==> src/rtl/regfile_param_if.sv <==
// Bundle of decode/writeback-facing signals for regfile_param.
// The register file is the slave; the pipeline (or a bench) is the master.
interface regfile_param_if #(
    parameter int DATA_W = 32,
    parameter int ADDR_W = 5
);
    logic [DATA_W-1:0] write_data;
    logic [ADDR_W-1:0] write_reg;
    logic              write_en;
    logic [ADDR_W-1:0] read_reg1;
    logic              read_en1;
    logic [ADDR_W-1:0] read_reg2;
    logic              read_en2;
    logic [DATA_W-1:0] read_data1_o;
    logic [DATA_W-1:0] read_data2_o;
    logic [ADDR_W-1:0] dbg_addr;
    logic [DATA_W-1:0] dbg_data_o;
    logic              ready;

    modport master (
        output write_data, write_reg, write_en,
        output read_reg1, read_en1, read_reg2, read_en2,
        output dbg_addr,
        input  read_data1_o, read_data2_o, dbg_data_o, ready
    );

    modport slave (
        input  write_data, write_reg, write_en,
        input  read_reg1, read_en1, read_reg2, read_en2,
        input  dbg_addr,
        output read_data1_o, read_data2_o, dbg_data_o, ready
    );
endinterface

==> src/rtl/regfile_param.sv <==
// Parametrised 2-read/1-write register file with registered reads, write bypass,
// optional hardwired zero entry and a post-reset clearing sweep.
module regfile_param #(
    parameter int DATA_W   = 32,
    parameter int ADDR_W   = 5,
    parameter int ZERO_REG = 1
) (
    input  logic           clk,
    input  logic           rst,
    regfile_param_if.slave bus
);
    localparam int DEPTH = 2 ** ADDR_W;
    localparam logic [0:0] CLEAR = 1'b0;
    localparam logic [0:0] RUN   = 1'b1;
    localparam logic [ADDR_W-1:0] LAST_ADDR = {ADDR_W{1'b1}};

    logic [0:0]        state_reg;
    logic [ADDR_W-1:0] clr_cnt_reg;
    logic [DATA_W-1:0] mem [DEPTH];

    logic              wr_fire;
    logic              mem_we;
    logic [ADDR_W-1:0] mem_waddr;
    logic [DATA_W-1:0] mem_wdata;

    logic [ADDR_W-1:0] rd_addr [2];
    logic              rd_en   [2];
    logic [DATA_W-1:0] rd_data [2];

    // A write counts only in RUN and only if it is not aimed at the hardwired zero.
    always_comb begin
        wr_fire = (state_reg == RUN) && bus.write_en &&
                  !((ZERO_REG != 0) && (bus.write_reg == '0));
    end

    // The sweep and normal writes share the single storage write port.
    always_comb begin
        mem_we    = 1'b0;
        mem_waddr = bus.write_reg;
        mem_wdata = bus.write_data;
        if (!rst) begin
            if (state_reg == CLEAR) begin
                mem_we    = 1'b1;
                mem_waddr = clr_cnt_reg;
                mem_wdata = '0;
            end else if (wr_fire) begin
                mem_we = 1'b1;
            end
        end
    end

    always_ff @(posedge clk) begin
        if (mem_we) begin
            mem[mem_waddr] <= mem_wdata;
        end
    end

    always_ff @(posedge clk) begin
        if (rst) begin
            state_reg   <= CLEAR;
            clr_cnt_reg <= '0;
        end else if (state_reg == CLEAR) begin
            clr_cnt_reg <= clr_cnt_reg + ADDR_W'(1);
            if (clr_cnt_reg == LAST_ADDR) begin
                state_reg <= RUN;
            end
        end
    end

    assign rd_addr[0] = bus.read_reg1;
    assign rd_addr[1] = bus.read_reg2;
    assign rd_en[0]   = bus.read_en1;
    assign rd_en[1]   = bus.read_en2;

    genvar gi;
    generate
        for (gi = 0; gi < 2; gi++) begin : g_rd
            logic [DATA_W-1:0] data_next;
            logic [DATA_W-1:0] data_reg;

            // Zero entry wins over bypass; bypass wins over stored contents.
            always_comb begin
                if ((ZERO_REG != 0) && (rd_addr[gi] == '0)) begin
                    data_next = '0;
                end else if (wr_fire && (bus.write_reg == rd_addr[gi])) begin
                    data_next = bus.write_data;
                end else begin
                    data_next = mem[rd_addr[gi]];
                end
            end

            always_ff @(posedge clk) begin
                if (rst) begin
                    data_reg <= '0;
                end else if ((state_reg == RUN) && rd_en[gi]) begin
                    data_reg <= data_next;
                end
            end

            assign rd_data[gi] = data_reg;
        end
    endgenerate

    assign bus.read_data1_o = rd_data[0];
    assign bus.read_data2_o = rd_data[1];
    assign bus.ready        = (state_reg == RUN);
    assign bus.dbg_data_o   = ((ZERO_REG != 0) && (bus.dbg_addr == '0)) ? '0 : mem[bus.dbg_addr];
endmodule
==> src/flat_wrapper.sv <==
// flat-port wrapper written by rule: the top's interface ports become plain ports
module regfile_param_flat 
#(
    parameter int DATA_W   = 32,
    parameter int ADDR_W   = 5,
    parameter int ZERO_REG = 1
)
  (clk, rst, bus_write_data, bus_write_reg, bus_write_en, bus_read_reg1, bus_read_en1, bus_read_reg2, bus_read_en2, bus_dbg_addr, bus_read_data1_o, bus_read_data2_o, bus_dbg_data_o, bus_ready);
  regfile_param_if #(.DATA_W(DATA_W), .ADDR_W(ADDR_W)) bus_i ();
  input  logic clk;
  input  logic rst;
  input wire logic [$bits(bus_i.write_data)-1:0] bus_write_data;
  input wire logic [$bits(bus_i.write_reg)-1:0] bus_write_reg;
  input wire logic [$bits(bus_i.write_en)-1:0] bus_write_en;
  input wire logic [$bits(bus_i.read_reg1)-1:0] bus_read_reg1;
  input wire logic [$bits(bus_i.read_en1)-1:0] bus_read_en1;
  input wire logic [$bits(bus_i.read_reg2)-1:0] bus_read_reg2;
  input wire logic [$bits(bus_i.read_en2)-1:0] bus_read_en2;
  input wire logic [$bits(bus_i.dbg_addr)-1:0] bus_dbg_addr;
  output wire logic [$bits(bus_i.read_data1_o)-1:0] bus_read_data1_o;
  output wire logic [$bits(bus_i.read_data2_o)-1:0] bus_read_data2_o;
  output wire logic [$bits(bus_i.dbg_data_o)-1:0] bus_dbg_data_o;
  output wire logic [$bits(bus_i.ready)-1:0] bus_ready;
  assign bus_i.write_data = bus_write_data;
  assign bus_i.write_reg = bus_write_reg;
  assign bus_i.write_en = bus_write_en;
  assign bus_i.read_reg1 = bus_read_reg1;
  assign bus_i.read_en1 = bus_read_en1;
  assign bus_i.read_reg2 = bus_read_reg2;
  assign bus_i.read_en2 = bus_read_en2;
  assign bus_i.dbg_addr = bus_dbg_addr;
  assign bus_read_data1_o = bus_i.read_data1_o;
  assign bus_read_data2_o = bus_i.read_data2_o;
  assign bus_dbg_data_o = bus_i.dbg_data_o;
  assign bus_ready = bus_i.ready;
  regfile_param #(.DATA_W(DATA_W), .ADDR_W(ADDR_W), .ZERO_REG(ZERO_REG)) u_core (.clk(clk), .rst(rst), .bus(bus_i));
endmodule
==> config.mk <==
export PLATFORM = sky130hd
export DESIGN_NAME = regfile_param_flat
export DESIGN_NICKNAME = d
export VERILOG_FILES = /design/src/rtl/regfile_param_if.sv /design/src/rtl/regfile_param.sv /design/src/flat_wrapper.sv
export SDC_FILE = /design/constraint.sdc
export NUM_CORES = 2
export LEC_CHECK = 0
export CORE_MARGIN = 2
export CORE_UTILIZATION = 50
export DETAILED_ROUTE_END_ITERATION = 10
export PLACE_DENSITY = 0.78
export SLEW_MARGIN = 20
export SYNTH_ARGS = -nofsm -noshare
export SYNTH_HDL_FRONTEND = slang
export SYNTH_SLANG_ARGS = --single-unit
==> constraint.sdc <==
create_clock -name clk -period 4.75 [get_ports clk]
set_input_delay 0.95 -clock clk [delete_from_list [all_inputs] [get_ports clk]]
set_output_delay 0.95 -clock clk [all_outputs]
set_load 0.05 [all_outputs]
After elaboration in Yosys (flattened, before gate mapping)
Memories as Yosys holds them, arrays and structs flattened.
Index checks and enable logic that the tools add are counted.
{"block": "word_totals", "ram_bits": 1024, "out_inout_bits": 97, "register_bits": 70, "n_memories": 1}
{"block": "op_classes", "n_mux": 16, "reduce_logical": 11, "addsub": 1, "eq_ne": 3}
{"name": "u_core.mem", "depth": 32, "word_bits": 32, "rd": 3, "rd_ports_with_merged_regs": 0, "wr": 1, "line_no": "regfile_param.sv:19", "text": "logic [DATA_W-1:0] mem [DEPTH];"}
{"operator": "32-bit 2-to-1 mux", "n": 7}
{"operator": "5-bit logical NOT", "n": 4}
{"operator": "5-bit equality test", "n": 2}
{"operator": "5-bit 2-to-1 mux", "n": 2}
{"operator": "1-bit 2-to-1 mux", "n": 7}
{"operator": "1-bit logical AND", "n": 6}
{"operator": "5-bit by 1-bit adder with 5-bit output, second input constant", "n": 1}
{"operator": "5-bit equality test, second input constant", "n": 1}
{"operator": "1-bit logical NOT", "n": 1}

Longest topological paths before layout
{"block": "logic_depth", "word_depth": 8, "mapped_depth": 10, "ltp_nobuf": 5}

Worst setup path after synthesis
No wires, ideal clock.
{"block": "synth_path", "path_type": "input to output", "start": "in bus_dbg_addr[1]", "end": "out bus_dbg_data_o[15]", "path_slack_ns": 0.499, "path_stages": 7, "t_arrival_ns": 3.301, "path_buffers": 3, "cell_sequence": "clkbuf_1 clkbuf_1 clkbuf_1 mux4_2 mux4_2 inv_1 o21ai_0"}
{"block": "synth_between", "elab_chain_len": 2, "elab_cells_between_ends": 3, "cone_classes": "mux (1); reduce/logical (1); memory (1)"}
{"item": "from (decl)", "line_no": "flat_wrapper.sv:19", "text": "input wire logic [$bits(bus_i.dbg_addr)-1:0] bus_dbg_addr;"}
{"item": "memory 32 x 32 bit or 5-bit logical NOT (tied branches)"}
{"item": "32-bit 2-to-1 mux (*)", "line_no": "regfile_param.sv:107", "text": "assign bus.dbg_data_o = ((ZERO_REG != 0) && (bus.dbg_addr == '0)) ? '0 : mem[bus.dbg_addr];"}
{"item": "to (decl)", "line_no": "flat_wrapper.sv:22", "text": "output wire logic [$bits(bus_i.dbg_data_o)-1:0] bus_dbg_data_o;"}
Every way passes the cells marked *; elsewhere a longest branch is shown, timed or not.

Worst setup path in the final report
{"block": "layout_path", "start": "in bus_dbg_addr[0]", "end": "out bus_dbg_data_o[15]"}
Same word-level chain as after synthesis.

==> flow_summary_export.csv <==
group,metric,value,unit
critical_path,path_class,"primary input to output port",
critical_path,required,3800,ps
placement,port_buffers,153,
critical_path,worstPathMaxFanout,28,
cells_and_area,fill_cells,8355,
cells_and_area,fin_nets,3648,
die,fp.dieH,347,um
critical_path,crit_path_cell_trace,"buf_8, buf_12, buf_4, mux4_2, mux4_2, nand2_1, o21ai_0, buf_4",
power,ir_drop,0.000284,V
die,start_util,50.5,%
global_route,antenna_found_initial,1,
clock_tree,cts.sinks,1094,
timing,worst_slew_pin_slew,1070,ps
placement,place_ws,427,ps
cells_and_area,top_register,"u_core.mem",
routing,drt-total-wl,188,mm
logic_synthesis,yosysUniqueCellTypes,38,
logic_synthesis,synth_nets,3478,
power,cellLeakagePower,22.4,nW
timing,postLayoutSetupSlackWorst,410,ps
logic_synthesis,avgSynthCellArea,17.2,um^2
routing,drc,0,
timing,fmax,0.230,GHz
timing,final.setup_skew,37.5,ps
timing,rsz0062_at_grt,"no",
logic_synthesis,synth_warnings,0,
global_route,grt_pass1_wl,270,mm
logic_synthesis,synth_cells,3419,
routing,dr.pass1.iters,7,
routing,wl_per_cell,36.1,um
global_route,grt_pass1_vias,38400,
clock_tree,cts_max_level,3,
timing,setup_viol,0,
die,fp-row-count,125,
cells_and_area,largest_reg_flops,1024,
timing,fin_tns_setup,0,ps
cells_and_area,area_growth,14.0,%
clock_tree,path_clk_slew,60,ps
critical_path,cp_data_arrival_time,3390,ps
run_status,outcome,"finished, final reports clean",
die,core_region_area,0.117,mm^2
logic_synthesis,ys.flop_type,"edfxtp_1",
timing,fin_crit,4340,ps
clock_tree,cts_resized,0,
global_route,grt_overflow,0,
power,p_per_area,332,mW/mm^2
die,fp.dieArea,0.121,mm^2
worst_hold_path,worstHoldPathType,"flop to flop",
critical_path,cp-start-kind,"primary input",
timing,hold_violations,0,
logic_synthesis,async_reset_ff_share,0,%
routing,viasPerCell,7.42,
clock_tree,cts_tree,"built",
critical_path,end_kind,"output port",
cells_and_area,layout-drive-gt1-share,34.8,%
logic_synthesis,synth_area,0.0589,mm^2
placement,hpwlAfterDp,116,mm
clock_tree,ctsLongestPathBuffers,3,
timing,finalCritPeriodShare,91.4,%
timing,drv_slew,0,
timing,timing.slew.headroom,28.6,%
critical_path,crit_path_max_incr_delay,530,ps
die,die_w,347,um
critical_path,slowest_stage,"mux4_2",
logic_synthesis,yosysSeqAreaShare,54.6,%
placement,gp_congestion,0.918,
routing,drt-initial-drc-count,6621,
run,max_cap_viol_count,0,
die,io_pins,154,
clock_tree,cts_buffers,111,
logic_synthesis,synth_edf_count,1024,
clock_tree,cts-root-buf,"clkbuf_16",
routing,ant_nets,0,
clock_tree,cts_hold_buf,0,
routing,num_vias,38600,
placement,dp_cells,5000,
cells_and_area,post-route-util,57.6,%
logic_synthesis,ys_ff_latch,1094,
clock_tree,cts_setup_buffers,0,
clock_tree,clk_latency,730,ps
cells_and_area,final_cells,5208,
global_route,grt_max_degree,76,
global_route,grt_util_all_layers,31.1,%
==> through the flow <==
stage	hold slack, ps	power (mW)	cell area [um^2]
6_report	558	22.3	67100
5_1_grt	592	22.8	67100
4_1_cts	560	22.3	67100
3_5_place_dp	538	13.5	63400
3_3_place_gp	542	13.5	63400
2_1_floorplan	534	12.6	58900
==> metal layers <==
metal / track usage [%] / up-vias / part of all wire (%)
met1: 39.9 / 19700 / 34
li1: - / 14900 / -
met4: 16.8 / 0 / 6.2
met3: 8.06 / 684 / 13
met5: 0 / - / 0
met2: 48.7 / 3414 / 47
==> layout make-up <==
cell class              instances  area [um^2]  share of cell area [%]
flip-flops and latches       1094        32200                    47.9
multi-input cells            1985        25500                    38.0
repair buffers                364         3710                    5.53
clock buffers                 142         2990                    4.45
well taps                    1524         1910                    2.84
clock inverters                65          732                    1.09
inverters                      33          124                   0.185
diodes                          1         2.50                 0.00373
==> path summary, 6_finish.rpt <==
check	startpoint	endpoint	slack (ps)	cells past startpoint
max	bus_dbg_addr[0]	bus_dbg_data_o[15]	410	8
min reg2reg	u_core.bus.read_data1_o[18]	u_core.bus.read_data1_o[18]	560	2
min	u_core.bus.read_data1_o[18]	u_core.bus.read_data1_o[18]	560	2
max reg2reg	u_core.bus.ready	u_core.mem[8][18]	1570	5
==> cells in the final DEF, fill, tap and decap left out, types with 33 or more instances in the layout <==
cell type        synthesis  routed
o22ai_1                 57      57
nand2_1                112     110
clkbuf_16                0     112
buf_4                    6     192
buf_12                   0      52
inv_1                   33      33
mux4_2                 688     688
dfxtp_1                 70      70
edfxtp_1              1024    1024
a221o_1                 64      64
nor2_4                   0      41
mux2_2                 114     114
clkdlybuf4s50_1          0     110
nand2b_1                71      67
a21oi_1                 73      73
o21ai_0                 35      35
and2_1                  68      66
nor3_1                  58      58
and3_1                  67      65
mux2i_1                292     292
a22oi_1                144     144
nor2b_1                 45      41
==> Yosys cell counts (all sizes together) (64+ instances only) <==
| library cell | count | share of area [%] |
|---|---|---|
| buf | 177 | 1.6 |
| and3 | 67 | 0.71 |
| nand2 | 112 | 0.71 |
| mux2 | 114 | 2.2 |
| clkbuf | 130 | 0.83 |
| edfxtp | 1024 | 52 |
| a221o | 64 | 1.1 |
| mux4 | 688 | 26 |
| a21oi | 73 | 0.62 |
| and2 | 68 | 0.72 |
| mux2i | 292 | 5.0 |
| dfxtp | 70 | 2.4 |
| nand2b | 71 | 0.75 |
| a22oi | 144 | 1.8 |
==> critical path, delay by kind of cell <==
kind	cells	cell delay, ps
buffers and inverters	4	1010
AND/OR/NAND/NOR	1	100
multiplexers	2	1000
AO/OA/AOI/OAI	1	270
==> cells by family (layout without fill, tap and decap cells) <==
| family | Yosys count | after routing | share of synthesized area, % |
|---|---|---|---|
| DFF | 1094 | 1094 | 54.6 |
| buffers and inverters | 340 | 604 | 2.68 |
| other | 0 | 1 | 0 |
| muxes | 1094 | 1094 | 33.5 |
| and+or+nand+nor | 490 | 490 | 4.41 |
| xor gates and xnor gates | 13 | 13 | 0.193 |
| adders and majority gates | 2 | 2 | 0.0425 |
| AOI/OAI and AO/OA | 386 | 386 | 4.62 |
==> power by group <==
group	internal, mW	switching, mW
sequential	10.6	0.0555
combinational	1.13	1.54
clock	5.20	3.74
Note: power is estimated with default switching activity, not from simulation.
